[config.mk]
export PLATFORM = sky130hd
export DESIGN_NAME = fifo_rd_stream
export DESIGN_NICKNAME = d
export VERILOG_FILES = /design/src/rtl/fifo_pkg.sv /design/src/rtl/stream_skid_buf.sv /design/src/rtl/fifo_rd_stream.sv
export SDC_FILE = /design/constraint.sdc
export NUM_CORES = 1
export LEC_CHECK = 0
export BUFFER_PORTS_ARGS = -buffer_cell sky130_fd_sc_hd__buf_2
export CAP_MARGIN = 20
export CORE_MARGIN = 2
export CORE_UTILIZATION = 50
export CTS_CLUSTER_SIZE = 10
export DETAILED_ROUTE_END_ITERATION = 10
export MAX_ROUTING_LAYER = met4
export PLACE_DENSITY_LB_ADDON = 0.3
export REMOVE_ABC_BUFFERS = 1
export SYNTH_ARGS = -nofsm -noshare
export SYNTH_HDL_FRONTEND = slang
export SYNTH_HIERARCHICAL = 1
export SYNTH_SLANG_ARGS = --single-unit
[constraint.sdc]
create_clock -name clk_rd -period 2.3 [get_ports clk_rd]
set_input_delay 0.115 -clock clk_rd [delete_from_list [all_inputs] [get_ports clk_rd]]
set_output_delay 0.115 -clock clk_rd [all_outputs]
set_load 0.01 [all_outputs]
[src/rtl/fifo_pkg.sv]
// Shared constants for the FIFO read-side streaming logic.
package fifo_pkg;

  localparam int unsigned BufDepth = 2;
  localparam int unsigned BufCntW  = 2;
  // buf_cnt + inflight reaches 3, so 3 bits keep the subtraction of pop from wrapping.
  localparam int unsigned CreditW  = 3;

endpackage

[src/rtl/stream_skid_buf.sv]
// Two-entry output buffer: push writes the tail, pop advances the head.
module stream_skid_buf
  import fifo_pkg::*;
#(
  parameter int unsigned DATA_WIDTH = 8
) (
  input  logic                  clk,
  input  logic                  rst,
  input  logic                  push,
  input  logic [DATA_WIDTH-1:0] push_data,
  input  logic                  pop,
  output logic [DATA_WIDTH-1:0] head,
  output logic                  valid,
  output logic [BufCntW-1:0]    cnt
);

  logic [DATA_WIDTH-1:0] mem_q [BufDepth];
  logic [BufCntW-1:0]    cnt_q;
  logic                  push_ok;
  logic                  pop_ok;

  assign push_ok = push && (cnt_q != BufCntW'(BufDepth));
  assign pop_ok  = pop && (cnt_q != '0);

  always_ff @(posedge clk or posedge rst) begin
    if (rst) begin
      cnt_q    <= '0;
      mem_q[0] <= '0;
      mem_q[1] <= '0;
    end else begin
      unique case ({push_ok, pop_ok})
        2'b10: begin
          mem_q[cnt_q[0]] <= push_data;
          cnt_q           <= cnt_q + BufCntW'(1);
        end
        2'b01: begin
          mem_q[0] <= mem_q[1];
          cnt_q    <= cnt_q - BufCntW'(1);
        end
        2'b11: begin
          // Count is unchanged; the new word lands behind whatever remains.
          if (cnt_q == BufCntW'(BufDepth)) begin
            mem_q[0] <= mem_q[1];
            mem_q[1] <= push_data;
          end else begin
            mem_q[0] <= push_data;
          end
        end
        default: ;
      endcase
    end
  end

  assign head  = mem_q[0];
  assign valid = (cnt_q != '0);
  assign cnt   = cnt_q;

endmodule

[src/rtl/fifo_rd_stream.sv]
// Drains a non-show-ahead async FIFO read port into a valid/ready stream.
module fifo_rd_stream
  import fifo_pkg::*;
#(
  parameter int unsigned DATA_WIDTH = 8,
  parameter int unsigned CNT_WIDTH  = 16
) (
  input  logic                  clk_rd,
  input  logic                  rst_rd,
  input  logic                  fifo_empty_rd,
  output logic                  rd_en,
  input  logic [DATA_WIDTH-1:0] rd_data,
  output logic                  m_valid,
  output logic [DATA_WIDTH-1:0] m_data,
  input  logic                  m_ready,
  output logic [CNT_WIDTH-1:0]  rd_cnt
);

  logic                 inflight;
  logic                 pop;
  logic [BufCntW-1:0]   buf_cnt;
  logic [CreditW-1:0]   credit;

  assign pop = m_valid && m_ready;

  // Words held plus the word already requested, minus the one leaving this cycle.
  assign credit = CreditW'(buf_cnt) + CreditW'(inflight) - CreditW'(pop);
  assign rd_en  = !fifo_empty_rd && !rst_rd && (credit < CreditW'(BufDepth));

  always_ff @(posedge clk_rd or posedge rst_rd) begin
    if (rst_rd) begin
      inflight <= 1'b0;
      rd_cnt   <= '0;
    end else begin
      inflight <= rd_en;
      if (pop) begin
        rd_cnt <= rd_cnt + CNT_WIDTH'(1);
      end
    end
  end

  stream_skid_buf #(
    .DATA_WIDTH(DATA_WIDTH)
  ) u_buf (
    .clk      (clk_rd),
    .rst      (rst_rd),
    .push     (inflight),
    .push_data(rd_data),
    .pop      (pop),
    .head     (m_data),
    .valid    (m_valid),
    .cnt      (buf_cnt)
  );

endmodule

==> reports/results.tsv <==
metric	value	unit
outcome	complete, but fails checks	
violations	negative setup slack	
seq_area_frac_synth	43.3	%
synth-seq-cells	35	
max_freq	0.408	GHz
rsz0062_at_grt	true	
die_h	67.6	um
hold-path-cell-count	3	
antenna_found_initial	0	
syn_area	0.00202	mm^2
path_max_fanout	2	
htreeDepth	2	
portBuffers	37	
hold_violations	0	
drv_slew	0	
worstPathArrival	2.33	ns
dp_slack	-0.0582	ns
syn2layout_area_growth	20.2	%
grt_pass1_vias	1473	
p_leak	1.19	nW
drc	0	
synth_area_leaders	dfrtp_1, a221oi_2, mux2_4, xnor2_1, a21oi_1	
drive_gt1_share	37.6	%
setup_slack	-0.149	ns
vdd_drop_max	0.751	mV
rr_worst_depth	8	
ys_warn_count	6	
worstPathRequired	2.18	ns
clk_pin_slew	0.07	ns
hold_path.class	in -> reg	
finish.utilization	61.6	%
post_drt_wl_per_cell	15.5	um
async_reset_ff_share	100	%
cap_violations	0	
grt-ovfl-total	0	
r2r_slack	0.02	ns
core_area	0.00394	mm^2
yosysTopAreaCell	dfrtp_1	
syn_avg_cell_area	10.8	um^2
cts_made_buffers	5	
dp_cells	267	
critPathKind	reg -> out	
gp_congestion	0.767	
start_kind	flip-flop	
ant_nets	0	
initialDrtViolationCount	70	
min_period	2.45	ns
cts_tree	yes	
finalNonFillerCells	279	
grt_usage	21.8	%
vias	1521	
synth_edf_count	0	
synth.most_common_cell	dfrtp_1	
wl	4.33	mm
dp_hpwl	2.87	mm
worst_slew_pin_slew	0.771	ns
initial_utilization	51.3	%
yosys.cell_types.count	37	
fin_crit_sh	106	%
drt_first_pass_iters	4	
p_per_area	1320	mW/mm^2
cts_max_path_buffers	2	
finalNetCount	247	
vias_per_cell	5.45	
skew	0.00907	ns
antennaDiodeCount	0	
grt_pass1_wl	7.18	mm
grt_max_degree	19	
syn_inst	187	
clock_latency	0.30	ns
clockRootBuffer	clkbuf_8	
total_power	0.00320	W
rows	23	
max_slew_margin	48.6	%
dieArea	0.00457	mm^2
die_w	67.6	um
synth_ff_type	dfrtp_1	
yosys-top-cells-count	dfrtp_1, a21oi_1, inv_1, xnor2_1, nand2_1	
io_pins	38	
endpoint_kind	output port	
cts_num_sinks	35	
setup_violations	1	
netlist.area_leader.share	43.3	%
power by group:
group / internal (W) / leakage [nW] / total [W] / switching [W]
clock network: 0.000432 / 0.0644 / 0.000669 / 0.000236
registers: 0.000814 / 0.460 / 0.000994 / 0.000180
logic: 0.000728 / 0.667 / 0.00154 / 0.000808
total: 0.00197 / 1.19 / 0.00320 / 0.00122
registers in the layout, indices dropped and copies added (netlist names):
name and cells:
inflight 1, u_buf/cnt 2, u_buf/head 8, rd_cnt 16
u_buf/mem_q 8
cells by family (layout without fill, tap and decap cells):
logic type,after synthesis,after routing,synth area share (%)
buf+inv,33,75,8.48
compound gates,42,42,16.8
mux,9,9,6.50
fa+ha+maj,7,7,4.71
xor+xnor,19,19,8.24
flops,35,35,43.3
simple gates,42,42,12.0
stage by stage:
stage	instance area [um^2]	hold WS (ns)	setup TNS, ns
5_1_grt	2430	0.0963	-0.531
3_5_place_dp	2230	0.277	-0.0582
3_3_place_gp	2230	0.265	-0.0289
2_1_floorplan	1910	0.0411	-4.47
6_report	2430	0.104	-0.149
4_1_cts	2410	-0.0194	-0.183
worst paths after layout:
| check | from | to |
|---|---|---|
| setup / recovery | u_buf/cnt[1] | rd_en |
| hold / removal | fifo_empty_rd | inflight |
| setup reg to reg | u_buf/cnt[1] | u_buf/head[0] |
| hold reg to reg | rd_cnt[15] | rd_cnt[15] |
| max in group asynchronous | rst_rd | u_buf/mem_q[5] |
| min in group asynchronous | rst_rd | rd_cnt[5] |
layout by cell type (no fill, tap or decap), types with 2 or more instances in the layout:
cell	count
a21oi_1	16
a221oi_2	8
a22o_1	2
buf_2	37
buf_4	12
bufinv_16	2
clkbuf_8	5
dfrtp_1	35
ha_1	5
inv_1	15
mux2_4	8
nand2_1	11
nand3_1	4
nand4_1	4
nor2_1	9
nor3_2	2
o22ai_1	7
o32ai_1	8
xnor2_1	13
xor2_1	6
repair_timing:
action / CTS / global route
hold buffers: 1 / 0
buffers inserted: 1 / 2
resized for setup: 5 / 0
endpoints found under the setup margin: 1 / 11
pin swaps: 6 / 2
hold endpoints to repair: 18 / 0
area by class of cell:
class                   count  area, um^2
repair buffers             50         285
multi-input cells         119        1000
fillers                   341        1510
clock buffers               5        68.8
well taps                  50        62.6
inverters                  17        63.8
flip-flops and latches     35         876
clock inverters             3        67.6
critical path, stage by stage (launching register included):
cell,delay (ns)
dfrtp_1,0.40
or2_4,0.26
and2_4,0.15
ha_4,0.20
nand2b_4,0.13
fa_2,0.33
xor2_1,0.15
nor4b_2,0.24
buf_2,0.18
layer usage:
layer,global-route usage [%],share of wire [%],vias to the layer above
met5,-,0,-
met4,6.89,0.99,0
met3,5.17,3.9,7
met2,32.8,49,27
met1,29.1,46,751
li1,-,-,736
Note: power is estimated with default switching activity, not from simulation.
